File: config.mk
export PLATFORM = sky130hd
export DESIGN_NAME = mem_arbiter_flat
export DESIGN_NICKNAME = d
export VERILOG_FILES = /design/src/rtl/mem_arb_pkg.sv /design/src/rtl/mem_arbiter_if.sv /design/src/rtl/mem_arbiter_req_slot.sv /design/src/rtl/mem_arbiter.sv /design/src/flat_wrapper.sv
export SDC_FILE = /design/constraint.sdc
export NUM_CORES = 1
export LEC_CHECK = 0
export ABC_AREA = 1
export CAP_MARGIN = 20
export CELL_PAD_IN_SITES_DETAIL_PLACEMENT = 1
export CELL_PAD_IN_SITES_GLOBAL_PLACEMENT = 1
export CORE_MARGIN = 4
export CORE_UTILIZATION = 30
export CTS_CLUSTER_SIZE = 24
export DETAILED_ROUTE_END_ITERATION = 10
export DONT_BUFFER_PORTS = 1
export HOLD_SLACK_MARGIN = 0.05
export PLACE_DENSITY_LB_ADDON = 0.1
export RECOVER_POWER = 25
export SETUP_SLACK_MARGIN = 0.4
export SYNTH_ARGS = -nofsm -noshare
export SYNTH_HDL_FRONTEND = slang
export SYNTH_SLANG_ARGS = --single-unit
File: constraint.sdc
create_clock -name clk -period 11.65 [get_ports clk]
set_input_delay 2.33 -clock clk [delete_from_list [all_inputs] [get_ports clk]]
set_output_delay 2.33 -clock clk [all_outputs]
set_load 0.02 [all_outputs]
File: src/rtl/mem_arb_pkg.sv
// Shared types and defaults for the fetch/mem-stage cache port arbiter.
// Latency: n/a (types and constants only).
// Backpressure: n/a.
package mem_arb_pkg;

  localparam int ADDR_W_DEF = 32;
  localparam int DATA_W_DEF = 32;
  localparam int BE_W       = DATA_W_DEF / 8;
  localparam int STARVE_SAT = 15;

  typedef enum logic {
    IDLE = 1'b0,
    BUSY = 1'b1
  } state_t;

  typedef enum logic {
    OWN_I = 1'b0,
    OWN_D = 1'b1
  } owner_t;

endpackage

File: src/rtl/mem_arbiter_if.sv
// Bundles the fetch, mem-stage and cache-side signals of the arbiter.
// Latency: n/a (wiring only).
// Backpressure: pulse request / pulse ack; requesters hold off until their ack.
interface mem_arbiter_if import mem_arb_pkg::*; #(
  parameter int ADDR_W = ADDR_W_DEF,
  parameter int DATA_W = DATA_W_DEF
);
  localparam int BW = DATA_W / 8;

  // fetch side
  logic              i_req;
  logic [ADDR_W-1:0] i_addr;
  logic              i_ack;
  logic [DATA_W-1:0] i_rdata;
  // mem-stage side
  logic              d_req;
  logic              d_we;
  logic [ADDR_W-1:0] d_addr;
  logic [DATA_W-1:0] d_wdata;
  logic [BW-1:0]     d_be;
  logic              d_ack;
  logic [DATA_W-1:0] d_rdata;
  // cache side
  logic              mem_req;
  logic              mem_we;
  logic [ADDR_W-1:0] mem_addr;
  logic [DATA_W-1:0] mem_wdata;
  logic [BW-1:0]     mem_be;
  logic              mem_ack;
  logic [DATA_W-1:0] mem_rdata;
  // status
  logic              proto_err;

  // arbiter view
  modport slave (
    input  i_req, i_addr, d_req, d_we, d_addr, d_wdata, d_be, mem_ack, mem_rdata,
    output i_ack, i_rdata, d_ack, d_rdata,
    output mem_req, mem_we, mem_addr, mem_wdata, mem_be, proto_err
  );

  // requester + cache view
  modport master (
    output i_req, i_addr, d_req, d_we, d_addr, d_wdata, d_be, mem_ack, mem_rdata,
    input  i_ack, i_rdata, d_ack, d_rdata,
    input  mem_req, mem_we, mem_addr, mem_wdata, mem_be, proto_err
  );

endinterface

File: src/rtl/mem_arbiter_req_slot.sv
// One pending-request register: captures a request pulse, holds it until cleared.
// Latency: contents and full flag visible the cycle after the load pulse.
// Backpressure: none; a load into a full slot is dropped and flags a sticky error.
module req_slot import mem_arb_pkg::*; #(
  parameter int AW = ADDR_W_DEF,
  parameter int DW = DATA_W_DEF,
  parameter int BW = BE_W
) (
  input  logic          clk,
  input  logic          rst,
  input  logic          load,
  input  logic          clear,
  input  logic          in_we,
  input  logic [AW-1:0] in_addr,
  input  logic [DW-1:0] in_wdata,
  input  logic [BW-1:0] in_be,
  output logic          full,
  output logic          q_we,
  output logic [AW-1:0] q_addr,
  output logic [DW-1:0] q_wdata,
  output logic [BW-1:0] q_be,
  output logic          err
);

  // A slot being retired this cycle can take the owner's next request at once.
  logic accept;
  assign accept = load & (~full | clear);

  // Full flag: refill wins over clear so back-to-back requests never lose a cycle.
  always_ff @(posedge clk or posedge rst) begin
    if (rst)         full <= 1'b0;
    else if (accept) full <= 1'b1;
    else if (clear)  full <= 1'b0;
  end

  // Fields only change on an accepted load, so a dropped request cannot disturb the one in flight.
  always_ff @(posedge clk or posedge rst) begin
    if (rst) begin
      q_we    <= 1'b0;
      q_addr  <= '0;
      q_wdata <= '0;
      q_be    <= '0;
    end else if (accept) begin
      q_we    <= in_we;
      q_addr  <= in_addr;
      q_wdata <= in_wdata;
      q_be    <= in_be;
    end
  end

  // Sticky protocol error: requester pulsed again before its previous request completed.
  always_ff @(posedge clk or posedge rst) begin
    if (rst)                          err <= 1'b0;
    else if (load && full && !clear)  err <= 1'b1;
  end

endmodule

File: src/rtl/mem_arbiter.sv
// Shares one cache port between fetch (I) and mem stage (D); D has priority, fetch is anti-starved.
// Latency: request cycle 0 -> mem_req cycle 1; requester ack in the same cycle as mem_ack.
// Backpressure: one transaction outstanding; requests are held in per-side slots until served.
module mem_arbiter import mem_arb_pkg::*; #(
  parameter int STARVE_MAX = 4,
  parameter int ADDR_W     = ADDR_W_DEF,
  parameter int DATA_W     = DATA_W_DEF
) (
  input  logic          clk,
  input  logic          rst,
  mem_arbiter_if.slave  bus
);
  localparam int BW = DATA_W / 8;

  state_t            state, state_n;
  owner_t            owner, owner_n, pick;
  logic [3:0]        starve_cnt;
  logic              grant_i, grant_d;

  logic              i_full, i_clr, i_err, i_we_q;
  logic [ADDR_W-1:0] i_addr_q;
  logic [DATA_W-1:0] i_wdata_q;
  logic [BW-1:0]     i_be_q;
  logic              d_full, d_clr, d_err, d_we_q;
  logic [ADDR_W-1:0] d_addr_q;
  logic [DATA_W-1:0] d_wdata_q;
  logic [BW-1:0]     d_be_q;

  // fetch only carries an address; the write-side fields are tied off
  req_slot #(.AW(ADDR_W), .DW(DATA_W), .BW(BW)) u_i_slot (
    .clk      (clk),
    .rst      (rst),
    .load     (bus.i_req),
    .clear    (i_clr),
    .in_we    (1'b0),
    .in_addr  (bus.i_addr),
    .in_wdata ({DATA_W{1'b0}}),
    .in_be    ({BW{1'b0}}),
    .full     (i_full),
    .q_we     (i_we_q),
    .q_addr   (i_addr_q),
    .q_wdata  (i_wdata_q),
    .q_be     (i_be_q),
    .err      (i_err)
  );

  req_slot #(.AW(ADDR_W), .DW(DATA_W), .BW(BW)) u_d_slot (
    .clk      (clk),
    .rst      (rst),
    .load     (bus.d_req),
    .clear    (d_clr),
    .in_we    (bus.d_we),
    .in_addr  (bus.d_addr),
    .in_wdata (bus.d_wdata),
    .in_be    (bus.d_be),
    .full     (d_full),
    .q_we     (d_we_q),
    .q_addr   (d_addr_q),
    .q_wdata  (d_wdata_q),
    .q_be     (d_be_q),
    .err      (d_err)
  );

  assign bus.proto_err = i_err | d_err;

  // D wins unless fetch has already waited through STARVE_MAX consecutive D grants
  assign pick = (d_full && (!i_full || int'(starve_cnt) < STARVE_MAX)) ? OWN_D : OWN_I;

  // State and owner registers
  always_ff @(posedge clk or posedge rst) begin
    if (rst) begin
      state <= IDLE;
      owner <= OWN_I;
    end else begin
      state <= state_n;
      owner <= owner_n;
    end
  end

  // Consecutive D grants seen by a waiting fetch; any I grant or empty I slot restarts the count
  always_ff @(posedge clk or posedge rst) begin
    if (rst)                                   starve_cnt <= 4'd0;
    else if (!i_full || grant_i)               starve_cnt <= 4'd0;
    else if (grant_d && int'(starve_cnt) != STARVE_SAT) starve_cnt <= starve_cnt + 4'd1;
  end

  // Next state, one-cycle cache request with the owner's fields, ack/data routing back to the owner
  always_comb begin
    state_n       = state;
    owner_n       = owner;
    grant_i       = 1'b0;
    grant_d       = 1'b0;
    i_clr         = 1'b0;
    d_clr         = 1'b0;
    bus.mem_req   = 1'b0;
    bus.mem_we    = 1'b0;
    bus.mem_addr  = '0;
    bus.mem_wdata = '0;
    bus.mem_be    = '0;
    bus.i_ack     = 1'b0;
    bus.i_rdata   = '0;
    bus.d_ack     = 1'b0;
    bus.d_rdata   = '0;
    case (state)
      IDLE: begin
        if (i_full || d_full) begin
          bus.mem_req = 1'b1;
          owner_n     = pick;
          state_n     = BUSY;
          if (pick == OWN_D) begin
            grant_d       = 1'b1;
            bus.mem_we    = d_we_q;
            bus.mem_addr  = d_addr_q;
            bus.mem_wdata = d_wdata_q;
            bus.mem_be    = d_be_q;
          end else begin
            grant_i       = 1'b1;
            bus.mem_we    = i_we_q;
            bus.mem_addr  = i_addr_q;
            bus.mem_wdata = i_wdata_q;
            bus.mem_be    = i_be_q;
          end
        end
      end
      BUSY: begin
        if (bus.mem_ack) begin
          state_n = IDLE;
          if (owner == OWN_D) begin
            bus.d_ack   = 1'b1;
            bus.d_rdata = d_we_q ? '0 : bus.mem_rdata;
            d_clr       = 1'b1;
          end else begin
            bus.i_ack   = 1'b1;
            bus.i_rdata = bus.mem_rdata;
            i_clr       = 1'b1;
          end
        end
      end
    endcase
  end

endmodule

File: src/flat_wrapper.sv
// flat-port wrapper written by rule: the top's interface ports become plain ports
module mem_arbiter_flat import mem_arb_pkg::*;
#(
  parameter int STARVE_MAX = 4,
  parameter int ADDR_W     = ADDR_W_DEF,
  parameter int DATA_W     = DATA_W_DEF
)
  (clk, rst, bus_i_req, bus_i_addr, bus_d_req, bus_d_we, bus_d_addr, bus_d_wdata, bus_d_be, bus_mem_ack, bus_mem_rdata, bus_i_ack, bus_i_rdata, bus_d_ack, bus_d_rdata, bus_mem_req, bus_mem_we, bus_mem_addr, bus_mem_wdata, bus_mem_be, bus_proto_err);
  mem_arbiter_if #(.ADDR_W(ADDR_W), .DATA_W(DATA_W)) bus_i ();
  input  logic clk;
  input  logic rst;
  input wire logic [$bits(bus_i.i_req)-1:0] bus_i_req;
  input wire logic [$bits(bus_i.i_addr)-1:0] bus_i_addr;
  input wire logic [$bits(bus_i.d_req)-1:0] bus_d_req;
  input wire logic [$bits(bus_i.d_we)-1:0] bus_d_we;
  input wire logic [$bits(bus_i.d_addr)-1:0] bus_d_addr;
  input wire logic [$bits(bus_i.d_wdata)-1:0] bus_d_wdata;
  input wire logic [$bits(bus_i.d_be)-1:0] bus_d_be;
  input wire logic [$bits(bus_i.mem_ack)-1:0] bus_mem_ack;
  input wire logic [$bits(bus_i.mem_rdata)-1:0] bus_mem_rdata;
  output wire logic [$bits(bus_i.i_ack)-1:0] bus_i_ack;
  output wire logic [$bits(bus_i.i_rdata)-1:0] bus_i_rdata;
  output wire logic [$bits(bus_i.d_ack)-1:0] bus_d_ack;
  output wire logic [$bits(bus_i.d_rdata)-1:0] bus_d_rdata;
  output wire logic [$bits(bus_i.mem_req)-1:0] bus_mem_req;
  output wire logic [$bits(bus_i.mem_we)-1:0] bus_mem_we;
  output wire logic [$bits(bus_i.mem_addr)-1:0] bus_mem_addr;
  output wire logic [$bits(bus_i.mem_wdata)-1:0] bus_mem_wdata;
  output wire logic [$bits(bus_i.mem_be)-1:0] bus_mem_be;
  output wire logic [$bits(bus_i.proto_err)-1:0] bus_proto_err;
  assign bus_i.i_req = bus_i_req;
  assign bus_i.i_addr = bus_i_addr;
  assign bus_i.d_req = bus_d_req;
  assign bus_i.d_we = bus_d_we;
  assign bus_i.d_addr = bus_d_addr;
  assign bus_i.d_wdata = bus_d_wdata;
  assign bus_i.d_be = bus_d_be;
  assign bus_i.mem_ack = bus_mem_ack;
  assign bus_i.mem_rdata = bus_mem_rdata;
  assign bus_i_ack = bus_i.i_ack;
  assign bus_i_rdata = bus_i.i_rdata;
  assign bus_d_ack = bus_i.d_ack;
  assign bus_d_rdata = bus_i.d_rdata;
  assign bus_mem_req = bus_i.mem_req;
  assign bus_mem_we = bus_i.mem_we;
  assign bus_mem_addr = bus_i.mem_addr;
  assign bus_mem_wdata = bus_i.mem_wdata;
  assign bus_mem_be = bus_i.mem_be;
  assign bus_proto_err = bus_i.proto_err;
  mem_arbiter #(.STARVE_MAX(STARVE_MAX), .ADDR_W(ADDR_W), .DATA_W(DATA_W)) u_core (.clk(clk), .rst(rst), .bus(bus_i));
endmodule
; Word level (Yosys, flattened, before mapping)
; Cells that the tools add are included.
[totals]
latchBits = 0
mem_bits_ro = 0
memories = 0
ramBits = 0
register_bits = 111
word_cells = 81
out_inout_bits = 137
[classes]
n_addsub = 1
n_shift = 0
div = 0
n_mux = 42
n_reduce_logical = 16
multipliers = 0
magnitude_cmp = 1
eq_ne = 1
n_bitwise = 8
[op_table]
columns = op, count
row1 = 2-to-1 mux 32 bit, 13
row2 = 2-to-1 mux 1 bit, 23
row3 = 2-to-1 mux 4 bit, 5
row4 = logical AND 1 bit, 6
row5 = nonzero test 2 bit, 3
row6 = adder 4 x 1 -> 4 bit (second input constant), 1
row7 = < comparator 4 x 3 -> 1 bit (second input constant), 1
row8 = != test 4 x 1 -> 1 bit (second input constant), 1
row9 = logical NOT 1 bit, 3
row10 = logical OR 1 bit, 3
row11 = inverter 1 bit, 3
row12 = OR 1 bit, 3
row13 = AND 1 bit, 2
row14 = one-hot mux 1 bit (2 select lines), 1
row15 = AND reduction 2 bit, 1

; Longest topological paths before layout
[depth]
depth_word = 10
depth_mapped = 7
mapped_depth_nobuf = 6

; Modules after synthesis
; Synthesis repeated with hierarchy kept, for this count alone.
[hier_totals]
hier_cells = 993
hier_area_um2 = 7293.2
[by_module_without_submodules]
columns = mod, instances, area_each_um2, cells_per_inst
row1 = req_slot, 2, 2795.2, 307
row2 = mem_arbiter, 1, 1702.9, 379

; Worst setup path before layout
; Ideal clock, no wire load.
[synth_timing]
path_kind = input -> output
from = input port bus_mem_ack
to = output port bus_d_rdata[0]
path_stages = 5
setup_slack_ns = 6.075
required_ns = 9.320
path_buffers = 1
t_arrival_ns = 3.245
path_cell_list = nand3_1 > inv_1 > nand2_1 > clkbuf_1 > nor2_1
[synth_between]
elab_chain_cells = 2
[synth_lines]
columns = element, line_no
row1 = start: declaration, flat_wrapper.sv:19  ; input wire logic [$bits(bus_i.mem_ack)-1:0] bus_mem_ack;
row2 = 2-to-1 mux 32 bit, mem_arbiter.sv:126  ; if (bus.mem_ack) begin
row3 = 2-to-1 mux 32 bit, mem_arbiter.sv:104  ; case (state)
row4 = end: declaration, flat_wrapper.sv:24  ; output wire logic [$bits(bus_i.d_rdata)-1:0] bus_d_rdata;
; Every way passes these cells.

; Worst setup path after layout
[layout_timing]
from = register u_core.starve_cnt[3]
to = output port bus_mem_be[0]
[layout_between]
elab_chain_cells = 7
[layout_lines]
columns = element, line_no
row1 = start: declaration, mem_arbiter.sv:17  ; logic [3:0] starve_cnt;
row2 = < comparator 4 x 3 -> 1 bit, mem_arbiter.sv:67  ; assign pick = (d_full && (!i_full || int'(starve_cnt) < STARVE_MAX)) ? OWN_D : OWN_I;
row3 = logical OR 1 bit, mem_arbiter.sv:67
row4 = logical AND 1 bit, mem_arbiter.sv:67
row5 = 2-to-1 mux 1 bit, mem_arbiter.sv:67
row6 = 2-to-1 mux 4 bit, mem_arbiter.sv:110  ; if (pick == OWN_D) begin
row7 = 2-to-1 mux 4 bit, mem_arbiter.sv:106  ; if (i_full || d_full) begin
row8 = 2-to-1 mux 4 bit, mem_arbiter.sv:104
row9 = end: declaration, flat_wrapper.sv:29  ; output wire logic [$bits(bus_i.mem_be)-1:0] bus_mem_be;
; Every way passes these cells.

==> metrics.txt <==
Max Buffers Root-to-Sink=2; power density of the placed cells=300 nW/um2; most frequent cells in the layout=nor2_1, nand2_1, dfrtp_1; Max-Cap Viols=5; DRC viols=0; final setup fails=0; setup TNS=0 ns; initial antenna violation count=0; I/O Buffers=0; post-CTS sizing=0; reg-to-reg critical path startpoint=u_core.starve_cnt[3]; routed len/inst=18.2 um; CORE AREA=17900 um2; Final Max Tran Viols=224; hold_sp=u_core.u_d_slot.err; Post-Syn Nets=883; RD Place Congestion=0.785; layout cells sized above 1=0.0445; Arrival @ worst endpoint=4.57 ns; Root Buffer=clkbuf_16; Setup Skew=0.00692 ns; fillers=2227; fmax=145 MHz; Final Critical Period=6.90 ns; Post-Syn Area=5460 um2; die width=143 um; Leakage=3.18 nW; design area=5870 um2; endpoints failing hold=0; # H-tree levels=3; dpl hpwl=12000 um; gr ovfl total=0; Post CTS Setup Buffer Count=0; area delta synth->final=7.52%; CP startpoint=u_core.starve_cnt[3]; CP endpoint kind=output pin; worst path required time=9.32 ns; # hold bufs at CTS=0; largest net degree at the start of global routing=107; First-pass DRT Iterations=4; TritonCTS clock tree=yes; diodes inserted=0; clock sink count=111; status=complete, but fails checks; # IOs=275; flop and latch count out of synthesis=111; vias per cell=4.85; most common cell after layout, fill and taps aside=nor2_1; CP Max Fanout=38; maximum VDD drop=0.108 mV; Slew HR=-1.46; drt total wl=17300 um; Seq/Total Area, Yosys=0.509; Mapped Cells=744; Cell Area, Placed=5560 um2; non-filler instance count after layout=948; Inst Count DP=931; Syn Area/Cell=7.34 um2; die area=20400 um2; Worst Tran Pin Value=3.69 ns; Nets=853; total track usage=0.167; vias=4602; TritonCTS buffer count=9; CTS clk-pin slew, worst paths=0.07 ns; 1st-iter DRT viols=182; row count=49; vias in the first global route=4910; Initial Utilization=0.305; Setup crit start kind=register; first-pass GRT wire length=27100 um; Worst Path Class, Setup=register to output pin; YS warnings=0; Clk Latency, worst-skew pair=0.35 ns; Final ANT Viol Nets=0; WHS=0.459 ns; post-synth cell types=20; Hold Crit Class=register to register; failing checks=capacitance limit, slew limit; final period utilization=0.592; DIE HEIGHT=143 um; RSZ-0062 raised after global routing=no
[registers in the layout, summed over array words and instances (netlist names), 4 cells and up]
name / count
u_core.u_d_slot.q_addr: 32
u_core.u_d_slot.q_wdata: 32
u_core.starve_cnt: 4
u_core.u_d_slot.q_be: 4
u_core.u_i_slot.q_addr: 32
[metal layers]
metal | vias up | GRT usage | routed length [um] | part of all wire
met4 | 0 | 0.0455 | 206 | 0.012
met2 | 145 | 0.274 | 8230 | 0.48
met3 | 13 | 0.0566 | 1480 | 0.086
met5 | - | 0 | 0 | 0
li1 | 2207 | - | - | -
met1 | 2237 | 0.211 | 7340 | 0.43
[metrics by stage]
stage          utilization  power [W]  setup WS [ns]
3_3_place_gp         0.310    0.00143           5.57
4_1_cts              0.328    0.00180           5.48
6_report             0.328    0.00176           4.75
3_5_place_dp         0.310    0.00146           5.48
2_1_floorplan            -    0.00129           6.07
5_1_grt              0.328    0.00192           3.79
[Yosys cell counts, drive strengths merged]
library cell / instances / area [um2]
ha: 1 / 12.5
o21ai: 39 / 195
nor2: 209 / 792
buf: 31 / 174
dfrtp: 111 / 2780
nand2: 143 / 544
inv: 85 / 319
clkbuf: 16 / 60.1
nand3: 68 / 345
nand4: 2 / 12.5
a21oi: 39 / 225
[worst paths after layout]
check / endpoint / slack, ns / cells after the start
max in group asynchronous: u_core.u_d_slot.q_wdata[10] / 5.00 / 2
worst max register to register: u_core.owner / 7.71 / 6
worst min-delay path: u_core.u_d_slot.err / 0.46 / 2
worst min register to register: u_core.u_d_slot.err / 0.46 / 2
worst max-delay path: bus_mem_be[0] / 4.75 / 6
min in group asynchronous: u_core.u_d_slot.q_wdata[4] / 2.39 / 1
[logic make-up after synthesis]
logic type | count (synthesis) | share of synthesized area
AO/OA/AOI/OAI | 78 | 0.0770
adder cells (fa/ha/maj) | 1 | 0.00229
buffers and inverters | 132 | 0.101
flip-flops | 111 | 0.509
AND/OR/NAND/NOR | 422 | 0.310
[worst max-delay path, stage by stage, from the launching register on]
cell,delay [ns]
dfrtp_1,0.41
nor2_1,0.14
nor2_1,0.06
nor2_1,2.16
nand2_1,0.10
clkbuf_1,0.73
nor2_1,0.63
[power by group]
group          switching, W  internal (W)  total, W
clock network      0.000142      0.000189  0.000330
logic              0.000627      0.000169  0.000796
registers         0.0000750      0.000558  0.000633
total              0.000844      0.000917   0.00176
[final cells by class]
cell class,count,area (um2),area share
Inverter,85,320,0.0546
Clock inverter,5,82.6,0.0141
Clock buffer,11,233,0.0397
Sequential cell,111,2780,0.473
Tap cell,229,287,0.0488
Multi-Input combinational cell,501,2120,0.362
Timing Repair Buffer,6,46.3,0.00789
(Power assumes the default switching activity.)
